### config.mk
export PLATFORM = sky130hd
export DESIGN_NAME = plot_port_arbiter_flat
export DESIGN_NICKNAME = d
export VERILOG_FILES = /design/src/rtl/plot_port_arbiter_if.sv /design/src/rtl/plot_port_arbiter.sv /design/src/flat_wrapper.sv
export SDC_FILE = /design/constraint.sdc
export NUM_CORES = 1
export LEC_CHECK = 0
export ABC_CLOCK_PERIOD_IN_PS = 2020
export CAP_MARGIN = 10
export CORE_MARGIN = 4
export CORE_UTILIZATION = 39
export CTS_CLUSTER_DIAMETER = 150
export DETAILED_ROUTE_END_ITERATION = 16
export GPL_TIMING_DRIVEN = 0
export HOLD_SLACK_MARGIN = 0.12
export PLACE_DENSITY = 0.85
export SYNTH_ARGS = -nofsm -noshare
export SYNTH_HDL_FRONTEND = slang
export SYNTH_SLANG_ARGS = --single-unit
### constraint.sdc
create_clock -name clock -period 2.02 [get_ports clock]
set_clock_uncertainty 0.2 [all_clocks]
set_input_delay 0.404 -clock clock [delete_from_list [all_inputs] [get_ports clock]]
set_output_delay 0.404 -clock clock [all_outputs]
set_load 0.01 [all_outputs]
### src/rtl/plot_port_arbiter_if.sv
// Bundles the two requester ports, the draw-engine port and the status outputs of plot_port_arbiter.
// The master modport is the requester/engine side; the slave modport is the arbiter itself.
interface plot_port_arbiter_if #(
    parameter int X_W   = 8,
    parameter int Y_W   = 7,
    parameter int SEL_W = 2,
    parameter int CNT_W = 16
);
    logic             req0;
    logic             req1;
    logic [X_W-1:0]   x0;
    logic [X_W-1:0]   x1;
    logic [Y_W-1:0]   y0;
    logic [Y_W-1:0]   y1;
    logic [SEL_W-1:0] sel0;
    logic [SEL_W-1:0] sel1;
    logic             ack0;
    logic             ack1;
    logic             done0;
    logic             done1;
    logic [X_W-1:0]   plot_x;
    logic [Y_W-1:0]   plot_y;
    logic [SEL_W-1:0] plot_select;
    logic             plot_start;
    logic             plot_done;
    logic             busy;
    logic             owner;
    logic [CNT_W-1:0] draw_count;
    logic             timeout_err;

    modport master (
        output req0, req1, x0, x1, y0, y1, sel0, sel1, plot_done,
        input  ack0, ack1, done0, done1, plot_x, plot_y, plot_select, plot_start,
               busy, owner, draw_count, timeout_err
    );

    modport slave (
        input  req0, req1, x0, x1, y0, y1, sel0, sel1, plot_done,
        output ack0, ack1, done0, done1, plot_x, plot_y, plot_select, plot_start,
               busy, owner, draw_count, timeout_err
    );
endinterface

### src/rtl/plot_port_arbiter.sv
// Round-robin share of the plot engine between two cell-draw requesters; PLOT_ARB_TIMEOUT_EN adds a WAIT watchdog.
// Latency: req at edge k -> ack + plot_start in cycle k+1; done pulse one cycle after plot_done is sampled.
// Backpressure: requesters hold req until ack; the engine stays owned until plot_done (or the watchdog fires).
module plot_port_arbiter #(
    parameter int X_W   = 8,
    parameter int Y_W   = 7,
    parameter int SEL_W = 2,
    parameter int CNT_W = 16
`ifdef PLOT_ARB_TIMEOUT_EN
    , parameter int TIMEOUT = 4096
`endif
) (
    input logic                clock,
    input logic                reset,
    plot_port_arbiter_if.slave bus
);

    typedef enum logic [1:0] {
        IDLE  = 2'd0,
        ISSUE = 2'd1,
        WAIT  = 2'd2
    } state_t;

    state_t           state_q, state_d;
    logic             owner_q, owner_d;
    logic [X_W-1:0]   x_q, x_d;
    logic [Y_W-1:0]   y_q, y_d;
    logic [SEL_W-1:0] sel_q, sel_d;
    logic             ack0_q, ack0_d, ack1_q, ack1_d;
    logic             start_q, start_d;
    logic             done0_q, done0_d, done1_q, done1_d;
    logic             busy_q, busy_d;
    logic [CNT_W-1:0] cnt_q, cnt_d;
    logic             grant;

`ifdef PLOT_ARB_TIMEOUT_EN
    localparam int WC_W = $clog2(TIMEOUT + 1);
    logic [WC_W-1:0]  wcnt_q, wcnt_d;
    logic             terr_q, terr_d;
`endif

    // On a tie the grant goes to whoever did not own the previous one.
    assign grant = (bus.req0 && bus.req1) ? ~owner_q : bus.req1;

    always_comb begin
        state_d = state_q;
        owner_d = owner_q;
        x_d     = x_q;
        y_d     = y_q;
        sel_d   = sel_q;
        ack0_d  = 1'b0;
        ack1_d  = 1'b0;
        start_d = 1'b0;
        done0_d = 1'b0;
        done1_d = 1'b0;
        cnt_d   = cnt_q;
`ifdef PLOT_ARB_TIMEOUT_EN
        wcnt_d  = wcnt_q;
        terr_d  = terr_q;
`endif
        case (state_q)
            IDLE: begin
                if (bus.req0 || bus.req1) begin
                    owner_d = grant;
                    x_d     = grant ? bus.x1   : bus.x0;
                    y_d     = grant ? bus.y1   : bus.y0;
                    sel_d   = grant ? bus.sel1 : bus.sel0;
                    ack0_d  = ~grant;
                    ack1_d  = grant;
                    start_d = 1'b1;
                    state_d = ISSUE;
                end
            end
            ISSUE: begin
                state_d = WAIT;
`ifdef PLOT_ARB_TIMEOUT_EN
                wcnt_d  = '0;
`endif
            end
            WAIT: begin
                if (bus.plot_done) begin
                    state_d = IDLE;
                    done0_d = ~owner_q;
                    done1_d = owner_q;
                    cnt_d   = cnt_q + CNT_W'(1);
                end
`ifdef PLOT_ARB_TIMEOUT_EN
                // Abandon the draw without counting it; the owner still sees done so it can retry.
                else if (wcnt_q == WC_W'(TIMEOUT - 1)) begin
                    state_d = IDLE;
                    done0_d = ~owner_q;
                    done1_d = owner_q;
                    terr_d  = 1'b1;
                end else begin
                    wcnt_d  = wcnt_q + WC_W'(1);
                end
`endif
            end
            default: state_d = IDLE;
        endcase
        busy_d = (state_d != IDLE);
    end

    always_ff @(posedge clock or posedge reset) begin
        if (reset) begin
            state_q <= IDLE;
            owner_q <= 1'b1;
            x_q     <= '0;
            y_q     <= '0;
            sel_q   <= '0;
            ack0_q  <= 1'b0;
            ack1_q  <= 1'b0;
            start_q <= 1'b0;
            done0_q <= 1'b0;
            done1_q <= 1'b0;
            busy_q  <= 1'b0;
            cnt_q   <= '0;
`ifdef PLOT_ARB_TIMEOUT_EN
            wcnt_q  <= '0;
            terr_q  <= 1'b0;
`endif
        end else begin
            state_q <= state_d;
            owner_q <= owner_d;
            x_q     <= x_d;
            y_q     <= y_d;
            sel_q   <= sel_d;
            ack0_q  <= ack0_d;
            ack1_q  <= ack1_d;
            start_q <= start_d;
            done0_q <= done0_d;
            done1_q <= done1_d;
            busy_q  <= busy_d;
            cnt_q   <= cnt_d;
`ifdef PLOT_ARB_TIMEOUT_EN
            wcnt_q  <= wcnt_d;
            terr_q  <= terr_d;
`endif
        end
    end

    assign bus.ack0        = ack0_q;
    assign bus.ack1        = ack1_q;
    assign bus.done0       = done0_q;
    assign bus.done1       = done1_q;
    assign bus.plot_x      = x_q;
    assign bus.plot_y      = y_q;
    assign bus.plot_select = sel_q;
    assign bus.plot_start  = start_q;
    assign bus.busy        = busy_q;
    assign bus.owner       = owner_q;
    assign bus.draw_count  = cnt_q;
`ifdef PLOT_ARB_TIMEOUT_EN
    assign bus.timeout_err = terr_q;
`else
    assign bus.timeout_err = 1'b0;
`endif

endmodule

### src/flat_wrapper.sv
// flat-port wrapper written by rule: the top's interface ports become plain ports
module plot_port_arbiter_flat 
#(
    parameter int X_W   = 8,
    parameter int Y_W   = 7,
    parameter int SEL_W = 2,
    parameter int CNT_W = 16

)
  (clock, reset, bus_req0, bus_req1, bus_x0, bus_x1, bus_y0, bus_y1, bus_sel0, bus_sel1, bus_plot_done, bus_ack0, bus_ack1, bus_done0, bus_done1, bus_plot_x, bus_plot_y, bus_plot_select, bus_plot_start, bus_busy, bus_owner, bus_draw_count, bus_timeout_err);
  plot_port_arbiter_if #(.X_W(X_W), .Y_W(Y_W), .SEL_W(SEL_W), .CNT_W(CNT_W)) bus_i ();
  input logic clock;
  input logic reset;
  input wire logic [$bits(bus_i.req0)-1:0] bus_req0;
  input wire logic [$bits(bus_i.req1)-1:0] bus_req1;
  input wire logic [$bits(bus_i.x0)-1:0] bus_x0;
  input wire logic [$bits(bus_i.x1)-1:0] bus_x1;
  input wire logic [$bits(bus_i.y0)-1:0] bus_y0;
  input wire logic [$bits(bus_i.y1)-1:0] bus_y1;
  input wire logic [$bits(bus_i.sel0)-1:0] bus_sel0;
  input wire logic [$bits(bus_i.sel1)-1:0] bus_sel1;
  input wire logic [$bits(bus_i.plot_done)-1:0] bus_plot_done;
  output wire logic [$bits(bus_i.ack0)-1:0] bus_ack0;
  output wire logic [$bits(bus_i.ack1)-1:0] bus_ack1;
  output wire logic [$bits(bus_i.done0)-1:0] bus_done0;
  output wire logic [$bits(bus_i.done1)-1:0] bus_done1;
  output wire logic [$bits(bus_i.plot_x)-1:0] bus_plot_x;
  output wire logic [$bits(bus_i.plot_y)-1:0] bus_plot_y;
  output wire logic [$bits(bus_i.plot_select)-1:0] bus_plot_select;
  output wire logic [$bits(bus_i.plot_start)-1:0] bus_plot_start;
  output wire logic [$bits(bus_i.busy)-1:0] bus_busy;
  output wire logic [$bits(bus_i.owner)-1:0] bus_owner;
  output wire logic [$bits(bus_i.draw_count)-1:0] bus_draw_count;
  output wire logic [$bits(bus_i.timeout_err)-1:0] bus_timeout_err;
  assign bus_i.req0 = bus_req0;
  assign bus_i.req1 = bus_req1;
  assign bus_i.x0 = bus_x0;
  assign bus_i.x1 = bus_x1;
  assign bus_i.y0 = bus_y0;
  assign bus_i.y1 = bus_y1;
  assign bus_i.sel0 = bus_sel0;
  assign bus_i.sel1 = bus_sel1;
  assign bus_i.plot_done = bus_plot_done;
  assign bus_ack0 = bus_i.ack0;
  assign bus_ack1 = bus_i.ack1;
  assign bus_done0 = bus_i.done0;
  assign bus_done1 = bus_i.done1;
  assign bus_plot_x = bus_i.plot_x;
  assign bus_plot_y = bus_i.plot_y;
  assign bus_plot_select = bus_i.plot_select;
  assign bus_plot_start = bus_i.plot_start;
  assign bus_busy = bus_i.busy;
  assign bus_owner = bus_i.owner;
  assign bus_draw_count = bus_i.draw_count;
  assign bus_timeout_err = bus_i.timeout_err;
  plot_port_arbiter #(.X_W(X_W), .Y_W(Y_W), .SEL_W(SEL_W), .CNT_W(CNT_W)) u_core (.clock(clock), .reset(reset), .bus(bus_i));
endmodule
== After elaboration in Yosys (flattened, before gate mapping) ==
Index checks and enable logic that the tools add are counted.

* $add $sub $neg: 1
* Equal/unequal tests: 2
* Multiplexer cells: 17
* Bitwise gates (word level): 2
* Reductions and logical operators: 6

{| class="wikitable"
|+ Operator list
! cell !! count
|-
| $add 16x1->16 const B || 1
|-
| $mux 1 || 11
|-
| $mux 8 || 1
|-
| $mux 7 || 1
|-
| $mux 2 || 3
|-
| $pmux 2 s3 || 1
|-
| $reduce_and 2->1 || 2
|-
| $eq 2x1->1 const B || 1
|-
| $eq 2x2->1 const B || 1
|-
| $logic_not 2->1 || 1
|-
| $not 1->1 || 2
|-
| $reduce_bool 2->1 || 1
|-
| $logic_and 1x1->1 || 1
|-
| $logic_or 1x1->1 || 1
|}

* Register bits after elaboration: 42
* Output and inout port bits: 41

== Depth between registers and ports, before layout ==
* Word-level depth: 5
* Mapped depth: 6
* Depth with buffers taken out: 5

== Worst setup path before layout ==
Ideal clock, no wire load.

* Path type: reg-to-reg
* Start: reg u_core.cnt_q[0] (netlist: u_core.bus.draw_count[0])
* End: reg u_core.cnt_q[14] (netlist: u_core.bus.draw_count[14])
* Library setup time: 79 ps
* Arrival time: 1331 ps
* Data required time: 1741 ps
* Setup slack: 409 ps
* Cell stages (with the launch flop): 6
* Buffers on the path: 0
* Cells stage by stage: dfrtp_1 ha_1 and4_1 nand3_1 nor3_1 xor2_1

* Longest elaborated chain between the ends: 1

{| class="wikitable"
|+ RTL lines
! item !! RTL line !! source
|-
| from (decl) || plot_port_arbiter.sv:33 || <nowiki>logic [CNT_W-1:0] cnt_q, cnt_d;</nowiki>
|-
| from (signal assigned) || plot_port_arbiter.sv:134 || <nowiki>cnt_q <= cnt_d;</nowiki>
|-
| $add 16x1->16 || plot_port_arbiter.sv:85 || <nowiki>cnt_d = cnt_q + CNT_W'(1);</nowiki>
|}

No other way between the ends.
A chain may end at the register's enable or synchronous reset.

== Worst setup path after layout ==
* Start: reg u_core.cnt_q[10] (netlist: u_core.bus.draw_count[10])
* End: out bus_draw_count[10]

{| class="wikitable"
|+ RTL lines
! item !! RTL line !! source
|-
| to (decl) || flat_wrapper.sv:33 || <nowiki>output wire logic [$bits(bus_i.draw_count)-1:0] bus_draw_count;</nowiki>
|}

No word-level cell between the ends.

==> metrics.yaml <==
finalWorstSetupSlack_ns: 0.0915
grt_pass1_wl_mm: 7.29
clk_pin_slew_ns: 0.08
tightestPinTransition_ns: 0.841
row_count: 24
yosys_warnings: 0
ir_drop_uv: 666
place_ws_ns: -0.238
grt_use_total_pct: 15.6
status: "complete, no violations"
min_period_ns: 1.93
cts_tree: "built"
cts_resized: 1
hold-worst-slack_ns: 0.277
area_delta_synth_final_pct: 50.7
powerDensity_mw_per_mm2: 1180
grt_max_degree: 43
grtUsageMet3_pct: 4.57
layout-drive-gt1-share_pct: 9.84
rr_worst_depth: 5
root_buffer: "clkbuf_8"
syn-mean-instance-area_um2: 11.7
postLayoutCoreUtil_pct: 62.5
finalMaxSlewViolations: 0
slowest_stage: "clkdlybuf4s50_1"
totalWireLength_mm: 4.37
grt_use_met1_pct: 19.0
routed_via_density: 4.97
design.portCount: 80
fp.dieW_um: 77.0
slew_headroom_pct: 43.9
r2r_slack_ns: 0.25
clock.fmax_mhz: 519
synth_cells: 158
n_antenna_cell: 0
grt_pass1_vias: 1491
hp-start: "u_core.bus.draw_count[15]"
worstSetupPathType: "reg2out"
final-setup-viol-count: 0
leakage_nw: 1.24
min_to: "u_core.bus.draw_count[15]"
cp_max_fo: 5
r2r-start: "u_core.bus.draw_count[0]"
drt_iter0_drc: 62
htree_levels: 2
synth_edf_count: 0
final_area_mm2: 0.00280
cts_buffers: 5
syn_nets: 198
clock-sinks: 42
dieArea_mm2: 0.00593
cap_violations: 0
critical_path.startpoint_type: "flop"
syn_area_mm2: 0.00186
postCtsSetupRepairBufs: 0
cp_top_family: "buffers and inverters"
use_met2_pct: 24.8
crit_path_max_incr_delay_ns: 0.58
cp_data_arrival_time_ns: 1.32
clk_latency_ns: 0.29
die_h_um: 77.0
hold_violations: 0
start_util_pct: 41.5
synth_top_area_share_pct: 55.3
end_kind: "output pin"
hold-path-cell-count: 1
hpwl_mm: 3.30
postCtsHoldBufs: 0
required_ns: 1.42
cp_num_buf_inv: 1
async_flop_share_pct: 100
nFillCells: 380
path_cells: "clkdlybuf4s50_1"
dr.pass1.iters: 4
place_area_mm2: 0.00270
routedWlPerCell_um: 14.7
clk_path_buf_depth: 2
post-synth-top-area-cell: "dfrtp_1"
nets: 283
rsz0062_at_grt: "false"
synthTopCellsByArea: "dfrtp_1 55%, mux2i_1 9.2%, a21oi_1 4.9%, nor2_1 4.0%, xnor2_1 3.8%"
antenna_found_initial: 0
ys.flop_type: "dfrtp_1"
top_usage_layer: "met2"
regArea_mm2: 0.00105
routabilityCongestion: 0.781
rr_endpoint: "u_core.bus.draw_count[14]"
ant_nets: 0
synth_cell_types: 30
multi_input_area_um2: 737
coreArea_mm2: 0.00447
drcViolationCount: 0
gr-total-overflow: 0
yosysSeqAreaShare_pct: 56.7
worst_hold_path_type: "reg2reg"
period_share_pct: 95.5
yosys_register_bits: 42
vias: 1470
port_buffers: 78
-- routing by layer --
layer  part of all wire, %  routed length [µm]
met5                     0                   0
met4                   2.7                 119
met3                   6.7                 291
met2                    49                2150
met1                    41                1800
-- logic make-up after synthesis --
family                     Yosys count  share of synthesized area (%)
muxes                               19                           10.4
adders and majority gates            1                          0.674
AOI/OAI and AO/OA                   22                           6.41
and+or+nand+nor                     49                           15.0
DFF                                 42                           56.7
xor gates and xnor gates            15                           7.08
buffers and inverters                9                           3.57
other                                1                          0.202
-- area by class of cell --
class,instances,area share [%]
sequential,42,37.7
timing repair buffer,78,27.9
multi-input combinational,107,26.4
clock buffer,7,3.09
buffer,8,2.37
tap,52,2.33
clock inverter,1,0.179
inverter,1,0.134
-- layout by cell type, fill, tap and decap left out, drive strengths merged --
cell type / n
clkdlybuf4s50: 77
dfrtp: 41
nor2: 20
a21oi: 18
mux2i: 17
xnor2: 8
buf: 8
xor2: 7
clkbuf: 7
nand2: 6
and3: 5
nand4: 5
and4: 2
nor3: 2
o21a: 2
mux2: 2
and2: 2
nor2b: 2
nand3: 2
and3b: 1
a21boi: 1
nor4: 1
a31oi: 1
or2: 1
inv: 1
ha: 1
conb: 1
clkinv: 1
dlygate4sd2: 1
dfstp: 1
-- sequential cells by signal, indices dropped and copies added, names as in the netlist --
register,cells
u_core.state_q,2
u_core.bus.plot_y,7
u_core.bus.plot_x,8
u_core.bus.busy,1
u_core.bus.plot_select,2
u_core.bus.done0,1
u_core.bus.ack0,1
u_core.bus.done1,1
u_core.bus.ack1,1
u_core.bus.owner,1
u_core.bus.plot_start,1
u_core.bus.draw_count,16
-- per-stage QoR --
step,cells,power [mW],setup TNS (ns)
global placement,288,2.73,-18.41
CTS,296,3.34,0
finish,296,3.29,0
floorplan,158,2.00,0
global route,296,3.51,0
detailed placement,288,2.78,-1.43
-- cell usage after synthesis (4+ instances only) --
cell	n
dfrtp_1	41
nor2_1	20
a21oi_1	18
mux2i_1	17
xnor2_1	8
xor2_1	7
nand2_1	6
and3_1	5
buf_4	4
nand4_1	4
-- worst max-delay path by stage --
stage	from	end	slack [ns]	cells past startpoint
3_5_place_dp	bus_req1	u_core.bus.plot_x[1]	-0.24	6
5_1_grt	bus_req1	u_core.bus.plot_x[1]	0.02	6
2_1_floorplan	u_core.bus.draw_count[0]	u_core.bus.draw_count[14]	0.41	5
3_3_place_gp	reset	u_core.bus.plot_y[4]	-0.42	2
4_1_cts	u_core.bus.draw_count[2]	bus_draw_count[2]	0.01	1
6_report	u_core.bus.draw_count[10]	bus_draw_count[10]	0.09	1
-- where the power goes --
part           internal (mW)  switching [mW]  total (mW)
clock                  0.276           0.273       0.549
combinational          0.788           0.623        1.41
sequential              1.14           0.197        1.33
total                   2.20            1.09        3.29
No activity file was read; power rests on OpenSTA's default activity.
